$ cat src/rtl/multi_channel_buffer_if.sv
// Bundles the per-channel write side and the single read side of multi_channel_buffer.
// drop_cnt is present only when MULTI_CHANNEL_BUFFER_DROP_CNT_EN is defined.
interface multi_channel_buffer_if #(
   parameter int NUM_CH       = 4,
   parameter int BUFFER_DEPTH = 8,
   parameter int BUFFER_WIDTH = 64
);
   localparam int CNT_W = $clog2(BUFFER_DEPTH + 1);
   localparam int CH_W  = (NUM_CH > 1) ? $clog2(NUM_CH) : 1;

   logic [NUM_CH*BUFFER_WIDTH-1:0] in;
   logic [NUM_CH-1:0]              produce;
   logic [NUM_CH-1:0]              full;
   logic [NUM_CH-1:0]              almost_full;
   logic [NUM_CH*CNT_W-1:0]        count;
   logic [BUFFER_WIDTH-1:0]        out;
   logic [CH_W-1:0]                out_ch;
   logic                           out_valid;
   logic                           out_ready;
`ifdef MULTI_CHANNEL_BUFFER_DROP_CNT_EN
   logic [NUM_CH*16-1:0]           drop_cnt;
`endif

   modport master (
      output in, produce, out_ready,
`ifdef MULTI_CHANNEL_BUFFER_DROP_CNT_EN
      input  drop_cnt,
`endif
      input  full, almost_full, count, out, out_ch, out_valid
   );

   modport slave (
      input  in, produce, out_ready,
`ifdef MULTI_CHANNEL_BUFFER_DROP_CNT_EN
      output drop_cnt,
`endif
      output full, almost_full, count, out, out_ch, out_valid
   );
endinterface

$ cat src/rtl/multi_channel_buffer.sv
// NUM_CH independent FIFOs drained through one registered output stage by a round-robin arbiter.
// Optional per-channel saturating drop counters: define MULTI_CHANNEL_BUFFER_DROP_CNT_EN.
module multi_channel_buffer #(
   parameter int NUM_CH       = 4,
   parameter int BUFFER_DEPTH = 8,
   parameter int BUFFER_WIDTH = 64,
   parameter int AFULL_TH     = BUFFER_DEPTH - 2
) (
   input  logic                  clk,
   input  logic                  rst,
   multi_channel_buffer_if.slave bus
);
   localparam int CNT_W = $clog2(BUFFER_DEPTH + 1);
   localparam int PTR_W = (BUFFER_DEPTH > 1) ? $clog2(BUFFER_DEPTH) : 1;
   localparam int CH_W  = (NUM_CH > 1) ? $clog2(NUM_CH) : 1;

   localparam logic [PTR_W-1:0] PTR_LAST = PTR_W'(BUFFER_DEPTH - 1);
   localparam logic [CNT_W-1:0] CNT_FULL = CNT_W'(BUFFER_DEPTH);
   localparam logic [CH_W-1:0]  CH_LAST  = CH_W'(NUM_CH - 1);

   function automatic logic [PTR_W-1:0] ptr_inc(input logic [PTR_W-1:0] p);
      return (p == PTR_LAST) ? '0 : p + PTR_W'(1);
   endfunction

   logic [NUM_CH-1:0]       w_empty;
   logic [NUM_CH-1:0]       w_full;
   logic [NUM_CH-1:0]       w_push;
   logic [NUM_CH-1:0]       w_pop;
   logic [BUFFER_WIDTH-1:0] w_head_data [NUM_CH];
   logic                    w_load;
   logic                    w_found;
   logic [CH_W-1:0]         w_grant;
   logic [CH_W-1:0]         w_cand;

   logic [BUFFER_WIDTH-1:0] r_out;
   logic [CH_W-1:0]         r_out_ch;
   logic                    r_out_valid;
   logic [CH_W-1:0]         r_last_grant;

   for (genvar c = 0; c < NUM_CH; c++) begin : g_ch
      logic [BUFFER_WIDTH-1:0] r_mem [BUFFER_DEPTH];
      logic [PTR_W-1:0]        r_head;
      logic [PTR_W-1:0]        r_tail;
      logic [CNT_W-1:0]        r_count;

      assign w_empty[c]     = (r_count == '0);
      assign w_full[c]      = (r_count == CNT_FULL);
      // A full channel drops its write even if it is popped on the same edge.
      assign w_push[c]      = bus.produce[c] && !w_full[c];
      assign w_pop[c]       = w_load && w_found && (w_grant == CH_W'(c));
      assign w_head_data[c] = r_mem[r_head];

      always_ff @(posedge clk or negedge rst) begin
         if (!rst) begin
            r_head  <= '0;
            r_tail  <= '0;
            r_count <= '0;
         end else begin
            if (w_push[c]) r_tail <= ptr_inc(r_tail);
            if (w_pop[c])  r_head <= ptr_inc(r_head);
            case ({w_push[c], w_pop[c]})
               2'b10:   r_count <= r_count + CNT_W'(1);
               2'b01:   r_count <= r_count - CNT_W'(1);
               default: r_count <= r_count;
            endcase
         end
      end

      // NOTE: storage has no reset; valid data is tracked by the pointers and count,
      // so clearing the array would only add reset fan-out to every bit.
      always_ff @(posedge clk) begin
         if (w_push[c]) r_mem[r_tail] <= bus.in[c*BUFFER_WIDTH +: BUFFER_WIDTH];
      end

      assign bus.full[c]                    = w_full[c];
      assign bus.almost_full[c]             = (int'(r_count) >= AFULL_TH);
      assign bus.count[c*CNT_W +: CNT_W]    = r_count;

`ifdef MULTI_CHANNEL_BUFFER_DROP_CNT_EN
      logic [15:0] r_drop_cnt;

      always_ff @(posedge clk or negedge rst) begin
         if (!rst) begin
            r_drop_cnt <= '0;
         end else if (bus.produce[c] && w_full[c] && (r_drop_cnt != 16'hFFFF)) begin
            r_drop_cnt <= r_drop_cnt + 16'd1;
         end
      end

      assign bus.drop_cnt[c*16 +: 16] = r_drop_cnt;
`endif
   end

   assign w_load = !r_out_valid || bus.out_ready;

   // Scan starts one past the last grant, so every non-empty channel wins within NUM_CH loads.
   always_comb begin
      // NOTE: every combinational output gets a default first so no path infers a latch.
      w_found = 1'b0;
      w_grant = '0;
      w_cand  = r_last_grant;
      for (int i = 0; i < NUM_CH; i++) begin
         w_cand = (w_cand == CH_LAST) ? '0 : w_cand + CH_W'(1);
         if (!w_found && !w_empty[w_cand]) begin
            w_found = 1'b1;
            w_grant = w_cand;
         end
      end
   end

   always_ff @(posedge clk or negedge rst) begin
      if (!rst) begin
         r_out        <= '0;
         r_out_ch     <= '0;
         r_out_valid  <= 1'b0;
         r_last_grant <= CH_LAST;
      end else if (w_load) begin
         if (w_found) begin
            r_out        <= w_head_data[w_grant];
            r_out_ch     <= w_grant;
            r_out_valid  <= 1'b1;
            r_last_grant <= w_grant;
         end else begin
            r_out_valid  <= 1'b0;
         end
      end
   end

   assign bus.out       = r_out;
   assign bus.out_ch    = r_out_ch;
   assign bus.out_valid = r_out_valid;
endmodule

$ cat src/flat_wrapper.sv
// flat-port wrapper written by rule: the top's interface ports become plain ports
module multi_channel_buffer_flat 
#(
   parameter int NUM_CH       = 4,
   parameter int BUFFER_DEPTH = 8,
   parameter int BUFFER_WIDTH = 64,
   parameter int AFULL_TH     = BUFFER_DEPTH - 2
)
  (clk, rst, bus_in, bus_produce, bus_out_ready, bus_full, bus_almost_full, bus_count, bus_out, bus_out_ch, bus_out_valid);
  multi_channel_buffer_if #(.NUM_CH(NUM_CH), .BUFFER_DEPTH(BUFFER_DEPTH), .BUFFER_WIDTH(BUFFER_WIDTH)) bus_i ();
  input  logic clk;
  input  logic rst;
  input wire logic [$bits(bus_i.in)-1:0] bus_in;
  input wire logic [$bits(bus_i.produce)-1:0] bus_produce;
  input wire logic [$bits(bus_i.out_ready)-1:0] bus_out_ready;
  output wire logic [$bits(bus_i.full)-1:0] bus_full;
  output wire logic [$bits(bus_i.almost_full)-1:0] bus_almost_full;
  output wire logic [$bits(bus_i.count)-1:0] bus_count;
  output wire logic [$bits(bus_i.out)-1:0] bus_out;
  output wire logic [$bits(bus_i.out_ch)-1:0] bus_out_ch;
  output wire logic [$bits(bus_i.out_valid)-1:0] bus_out_valid;
  assign bus_i.in = bus_in;
  assign bus_i.produce = bus_produce;
  assign bus_i.out_ready = bus_out_ready;
  assign bus_full = bus_i.full;
  assign bus_almost_full = bus_i.almost_full;
  assign bus_count = bus_i.count;
  assign bus_out = bus_i.out;
  assign bus_out_ch = bus_i.out_ch;
  assign bus_out_valid = bus_i.out_valid;
  multi_channel_buffer #(.NUM_CH(NUM_CH), .BUFFER_DEPTH(BUFFER_DEPTH), .BUFFER_WIDTH(BUFFER_WIDTH), .AFULL_TH(AFULL_TH)) u_core (.clk(clk), .rst(rst), .bus(bus_i));
endmodule
$ cat config.mk
export PLATFORM = sky130hd
export DESIGN_NAME = multi_channel_buffer_flat
export DESIGN_NICKNAME = d
export VERILOG_FILES = /design/src/rtl/multi_channel_buffer_if.sv /design/src/rtl/multi_channel_buffer.sv /design/src/flat_wrapper.sv
export SDC_FILE = /design/constraint.sdc
export NUM_CORES = 2
export LEC_CHECK = 0
export ABC_AREA = 1
export BUFFER_PORTS_ARGS = -buffer_cell sky130_fd_sc_hd__buf_2
export CELL_PAD_IN_SITES_DETAIL_PLACEMENT = 1
export CELL_PAD_IN_SITES_GLOBAL_PLACEMENT = 1
export CORE_MARGIN = 1
export CORE_UTILIZATION = 50
export CTS_CLUSTER_SIZE = 14
export DETAILED_ROUTE_END_ITERATION = 12
export GPL_ROUTABILITY_DRIVEN = 0
export PLACE_DENSITY_LB_ADDON = 0.1
export SLEW_MARGIN = 30
export SYNTH_ARGS = -nofsm -noshare
export SYNTH_HDL_FRONTEND = slang
export SYNTH_SLANG_ARGS = --single-unit
export TNS_END_PERCENT = 100
$ cat constraint.sdc
create_clock -name clk -period 4.5 [get_ports clk]
set_clock_uncertainty 0.05 [all_clocks]
set_input_delay 0.9 -clock clk [delete_from_list [all_inputs] [get_ports clk]]
set_output_delay 0.9 -clock clk [all_outputs]
set_load 0.05 [all_outputs]
-- Word level (Yosys, flattened, before mapping)
Memory sizes are Yosys's and may differ from the RTL's.
Index checks and enable logic that the tools add are counted.
- bits in read-only memories: 0
- bits of input ports: 263
- RAM bits: 2048
- flip-flop bits (word level): 109
- memories kept: 4
- logic and storage cells: 154
- latch bits: 0
- memories (memory ; words ; width ; rd ports ; clocked after Yosys merged registers in ; write ports ; line ; RTL):
    u_core.g_ch[0].r_mem ; 8 ; 64 ; 1 ; 0 ; 1 ; multi_channel_buffer.sv:41 ; logic [BUFFER_WIDTH-1:0] r_mem [BUFFER_DEPTH];
    u_core.g_ch[1].r_mem ; 8 ; 64 ; 1 ; 0 ; 1 ; multi_channel_buffer.sv:41 ;
    u_core.g_ch[2].r_mem ; 8 ; 64 ; 1 ; 0 ; 1 ; multi_channel_buffer.sv:41 ;
    u_core.g_ch[3].r_mem ; 8 ; 64 ; 1 ; 0 ; 1 ; multi_channel_buffer.sv:41 ;
- equality and inequality tests: 27
- $mul: 0
- mux-type cells: 44
- divide/modulo/power cells: 0
- add/sub/neg operators: 20
- reductions and logical operators: 33
- $lt $le $gt $ge: 9
- shifts and indexed selects: 0
- bitwise operators: 1
- operators with widths (kind ; count):
    binary-select mux 64 bit (select 2 bit) ; 1
    two-way mux 64 bit ; 2
    one-hot mux 4 bit (2 select lines) ; 4
    adder 3 x 1 -> 3 bit (second input constant) ; 8
    == test 3 bit (second input constant) ; 8
    two-way mux 3 bit ; 8
    == test 2 bit (second input constant) ; 10
    two-way mux 1 bit ; 17
    adder 4 x 1 -> 4 bit (second input constant) ; 4
    == test 4 bit (second input constant) ; 4
    >= comparator 4 x 3 -> 1 bit (second input constant) ; 4
    zero test 4 bit ; 4
    two-way mux 2 bit ; 8
    subtractor 4 x 1 -> 4 bit (second input constant) ; 4
    logical AND 1 bit ; 12
    < comparator 2 x 3 -> 1 bit (second input constant) ; 4
    == test 2 x 1 -> 1 bit (second input constant) ; 5
    zero test 1 bit ; 10
    adder 2 x 1 -> 2 bit (second input constant) ; 4
    binary-select mux 1 bit (select 2 bit) ; 4
    nonzero test 2 bit ; 4
    >= comparator 3 bit (second input constant) ; 1
    NOT 2 -> 3 bit ; 1
    zero test 2 bit ; 1
    other kinds (2) ; 2

-- Depth between registers and ports, before layout
- word-level depth: 19
- gate-level depth with buffers: 25
- depth with buffers taken out: 23

-- Worst setup path after synthesis
No wires, ideal clock.
- path kind: reg-to-reg
- start: register u_core.g_ch[2].r_count[1]
- end: memory u_core.g_ch[2].r_mem[1][0], enable pin
- arrival: 3.914 ns
- setup slack: 0.050 ns
- data required time: 3.964 ns
- cell stages (with the launch flop): 7
- path through: dfrtp_1 -> nor2_1 -> nand3_1 -> nand2_1 -> nor2_1 -> inv_1 -> nor2_1
- word-level cells in the longest chain between the ends: 5
- RTL lines (item ; line ; RTL):
    from (decl) ; multi_channel_buffer.sv:44 ; logic [CNT_W-1:0] r_count;
    from (signal assigned) ; multi_channel_buffer.sv:62 ; 2'b10: r_count <= r_count + CNT_W'(1);
    from (signal assigned) ; multi_channel_buffer.sv:63 ; 2'b01: r_count <= r_count - CNT_W'(1);
    from (signal assigned) ; multi_channel_buffer.sv:64 ; default: r_count <= r_count;
    == test 4 bit ; multi_channel_buffer.sv:47 ; assign w_full[c] = (r_count == CNT_FULL);
    zero test 1 bit ; multi_channel_buffer.sv:49 ; assign w_push[c] = bus.produce[c] && !w_full[c];
    logical AND 1 bit ; multi_channel_buffer.sv:49 ;
    two-way mux 1 bit ; multi_channel_buffer.sv:72 ; if (w_push[c]) r_mem[r_tail] <= bus.in[c*BUFFER_WIDTH +: BUFFER_WIDTH];
    two-way mux 1 bit (implied by the code) ; multi_channel_buffer.sv:72 ;
    to (decl) ; multi_channel_buffer.sv:41 ;
Every way passes these cells.

-- Worst setup path after layout
- start: register u_core.r_last_grant[0]
- end: register u_core.g_ch[0].r_count[3]
- word-level cells in the longest chain between the ends: 19
- RTL lines (item ; line ; RTL):
    from (decl) ; multi_channel_buffer.sv:38 ; logic [CH_W-1:0] r_last_grant;
    from (signal assigned) ; multi_channel_buffer.sv:122 ; r_last_grant <= w_grant;
    adder 2 x 1 -> 2 bit or == test 2 bit (tied branches) ; multi_channel_buffer.sv:103 ; w_cand = (w_cand == CH_LAST) ? '0 : w_cand + CH_W'(1);
    two-way mux 2 bit (*) ; multi_channel_buffer.sv:103 ;
    parallel branches: the longest is 14 deep, another holds adder 2 x 1 -> 2 bit ; -- ;
    logical AND 1 bit (*) ; multi_channel_buffer.sv:50 ; assign w_pop[c] = w_load && w_found && (w_grant == CH_W'(c));
    net u_core.w_pop[0] ; multi_channel_buffer.sv:28 ; logic [NUM_CH-1:0] w_pop;
    == test 2 x 1 -> 1 bit or == test 2 bit (tied branches) ; multi_channel_buffer.sv:61 ; case ({w_push[c], w_pop[c]})
    one-hot mux 4 bit (2 select lines) or nonzero test 2 bit (tied branches) ; -- ;
    to (signal assigned) ; multi_channel_buffer.sv:62 ;
    to (signal assigned) ; multi_channel_buffer.sv:63 ;
    to (signal assigned) ; multi_channel_buffer.sv:64 ;
    to (decl) ; multi_channel_buffer.sv:44 ;
Mark *: on every way through the listed nets, which the timed path passes. The select of a mux whose other input is x is not followed.
A chain may end at the register's enable or synchronous reset.

==> run_results.csv <==
group,metric,value,unit
sta,setup_viol,0,
critical_path,rr_worst_depth,21,
critical_path,cp.required,5.18,ns
final_layout,final_nets,7831,
synthesis,syn_avg_cell_area,12.0,sq um
critical_path,r2r-start,"u_core.r_last_grant[0]$_DFFE_PN1P_",
die,fp.dieH,420,microns
critical_path,cp-startpoint,"u_core.r_last_grant[0]$_DFFE_PN1P_",
clock_tree,cts_tree,"done",
route,drc,0,
clock_tree,holdBufCountCts,1,
synthesis,synth_cell_types,35,
sta,rsz0062_at_grt,"no",
sta,relSlewSlack,0.361,
power_and_ir_drop,p_per_area,776,nW/um^2
die,rows,153,
clock_tree,clockRootBuffer,"clkbuf_16",
sta,fin_tns_setup,0,ns
synthesis,synthSimpleGateAreaFrac,0.172,
synthesis,synth-adder-area-share,0.00506,
final_layout,layout_commonest_cell,"nand2_1",
power_and_ir_drop,power.share.switching,0.440,
global_route,grt_util_all_layers,0.314,
power_and_ir_drop,switching_power,34.0,mW
critical_path,timing.critical_path.buf_inv,2,
critical_path,worst_path_largest_cell_delay,0.58,ns
hold_path,min_path_type,"in -> reg",
critical_path,critPathKind,"reg -> reg",
sta,period_needed,4.10,ns
global_route,grt_pass1_wl,405,mm
clock_tree,cts_buffer_depth,3,
clock_tree,htreeDepth,4,
power_and_ir_drop,p_int,43.2,mW
die,start_util,0.503,
synthesis,synth_compound_gate_area_share,0.0544,
critical_path,reg2reg_slack,0.40,ns
sta,fin_ws,0.401,ns
critical_path,arrival,4.78,ns
critical_path,path_delay_family,"simple AND/OR/NAND/NOR gates",
die,ioPinCount,354,
critical_path,r2r-end,"u_core.g_ch[0].r_count[3]$_DFFE_PN0P_",
die,core-area,174000,sq um
critical_path,startpoint_type,"flop",
power_and_ir_drop,cellLeakagePower,36.8,nW
route,final_antenna_net_count,0,
synthesis,synthCells,7279,
critical_path,path_cells,"ha_1 -> inv_2 -> nand2_1 -> nand3_1 -> nand2_1 -> nand2_1 -> nand2_2 -> nand4_1 -> nand2_2 -> nor2_1 -> nand2_1 -> inv_1 -> ha_1 -> ha_1 -> nand2_1 -> nor2_1 -> a211oi_1 -> nor2_1 -> nor2_1 -> nand2_1 -> xor2_1",
place,io_buffers,353,
global_route,grt_pass1_vias,60233,
clock_tree,cts.sinks,2157,
critical_path,crit_end,"u_core.g_ch[0].r_count[3]$_DFFE_PN0P_",
synthesis,muxShareOfSynthArea,0,
synthesis,yosysSeqAreaShare,0.734,
route,vias,59496,
sta,finalHoldViolCount,0,
clock_tree,cts_setup_buffers,0,
synthesis,synthXorXnorAreaFrac,0.00120,
route,via_per_inst,5.90,
power_and_ir_drop,p_comb_frac,0.422,
critical_path,crit_fanout,13,
synthesis,ys_seq_elements,2157,
hold_path,hold_start,"bus_in[83]",
route,postRouteWirelength,279,mm
place,dp_hpwl,174,mm
sta,slew_violations,0,
final_layout,layout-drive-gt1-share,0.112,
synthesis,netlist_area,87500,sq um
final_layout,fin_util,0.572,
run_status,status,"completed",
critical_path,cp_common_cell,"nand2_1",
clock_tree,cts_resized,0,
run,maxCapViolCount,0,
synthesis,syn_nets,7575,
power_and_ir_drop,p_clk_frac,0.230,
final_layout,final_cell_mix,"2093 x nand2_1, 2048 x edfxtp_1, 1176 x nand3_1, 352 x buf_2, 285 x nor2_1",
critical_path,cp.depth,21,
power_and_ir_drop,p_seq_frac,0.348,
sta,tightest_slew,0.956,ns
sta,post-route-period-util,0.911,
critical_path,end_kind,"flop",
synthesis,synth_warnings,0,
die,fp.dieW,420,microns
route,wire_per_inst,27.7,microns
critical_path,cp_slowest_cell,"dfstp_2",
route,drt-initial-drc-count,5773,
synthesis,synth_top_family_by_area,"simple AND/OR/NAND/NOR gates",
final_layout,area_growth,13.6,%
power_and_ir_drop,vdd_ir_drop_max,0.906,mV
global_route,antenna_found_initial,89,
die,die_area,177000,sq um
clock_tree,clock_latency,0.86,ns
clock_tree,clk_pin_slew,0.06,ns
global_route,overflow,0,
sta,max_freq,244,MHz
place,dpl_worst_slack,0.479,ns
global_route,grt_max_degree,149,
route,drt_pass1_iterations,5,
clock_tree,cts_buffers,218,
-- sequential cells by signal, summed over array words and instances (netlist names) --
name                  count
u_core.bus.out           64
u_core.bus.out_ch         2
u_core.bus.out_valid      1
u_core.g_ch.r_count      16
u_core.g_ch.r_head       12
u_core.g_ch.r_mem      2048
u_core.g_ch.r_tail       12
u_core.r_last_grant       2
-- cell families after synthesis --
group | count (synthesis)
AO/OA/AOI/OAI | 741
XOR/XNOR | 12
adder cells (fa/ha/maj) | 33
buffers and inverters | 730
flip-flops | 2157
AND/OR/NAND/NOR | 3606
-- final cells by class --
type / count / area, sq um
inverters: 264 / 1020
fillers: 17537 / 74400
repair buffers: 502 / 3610
multi-input cells: 4392 / 20600
clock inverters: 108 / 983
diodes: 38 / 95.1
flip-flops and latches: 2157 / 64300
clock buffers: 292 / 5890
well taps: 2325 / 2910
-- worst min path at each step --
stage | end | slack [ns] | cells past startpoint
global route | u_core.g_ch[2].r_mem[2][13]$_DFFE_PP_ | 0.24 | 1
finish | u_core.g_ch[1].r_mem[6][19]$_DFFE_PP_ | 0.25 | 1
detailed placement | u_core.bus.out[38]$_DFFE_PN0P_ | 0.41 | 2
global placement | u_core.bus.out[61]$_DFFE_PN0P_ | 0.41 | 2
CTS | u_core.g_ch[1].r_mem[6][19]$_DFFE_PP_ | 0.19 | 1
floorplan | u_core.r_last_grant[1]$_DFFE_PN1P_ | 0.44 | 2
-- Yosys cell counts, drive strengths merged --
| cell | n | area share |
|---|---|---|
| nand3 | 1178 | 0.067 |
| xor2 | 8 | 0.00080 |
| o21bai | 126 | 0.011 |
| nor3 | 1 | 0.00011 |
| or2 | 4 | 0.00029 |
| fa | 4 | 0.00092 |
| a211oi | 4 | 0.00034 |
| clkinv | 4 | 0.00017 |
| nand2 | 2099 | 0.090 |
| o221ai | 126 | 0.013 |
| clkbuf | 362 | 0.016 |
| o211ai | 2 | 0.00017 |
| o22ai | 4 | 0.00029 |
| a22o | 64 | 0.0064 |
| dfrtp | 107 | 0.031 |
| inv | 260 | 0.011 |
| nor2 | 320 | 0.014 |
| a21oi | 260 | 0.015 |
| o21ai | 155 | 0.0089 |
| dfstp | 2 | 0.00060 |
| ha | 29 | 0.0041 |
| xnor2 | 4 | 0.00040 |
| buf | 104 | 0.0060 |
| edfxtp | 2048 | 0.70 |
| nand4 | 4 | 0.00036 |
-- worst register-to-register path, delay by kind of cell, from the launching register on --
family / cells / cell delay, ns
DFF: 1 / 0.58
AOI/OAI and AO/OA: 1 / 0.28
adders and majority gates: 3 / 0.88
xor gates and xnor gates: 1 / 0.14
buffers and inverters: 2 / 0.18
and+or+nand+nor: 14 / 1.87
-- power by group through the flow --
stage	registers [mW]	clock network, mW	logic [mW]
2_1_floorplan	27.8	0	17.7
3_5_place_dp	27.2	0	32.0
4_1_cts	26.8	17.9	32.2
5_1_grt	27.0	18.6	34.7
6_report	26.8	17.7	32.6
3_3_place_gp	27.0	0	31.2
-- stage by stage --
step | instances | hold WS (ns) | area (sq um) | power, mW
finish | 10078 | 0.253 | 99400 | 77.1
global route | 10068 | 0.235 | 99400 | 80.3
floorplan | 7279 | 0.438 | 87500 | 45.5
CTS | 10039 | 0.187 | 99300 | 76.9
detailed placement | 9638 | 0.412 | 92400 | 59.1
global placement | 9638 | 0.412 | 92400 | 58.2
-- metal layers --
layer,global-route usage,vias to the layer above,part of all wire
met3,0.0573,545,0.064
met1,0.419,30599,0.41
met4,0.170,52,0.055
met5,0,-,0.0012
li1,-,26323,-
met2,0.491,1977,0.47
Power figures use the tool's default switching activity.
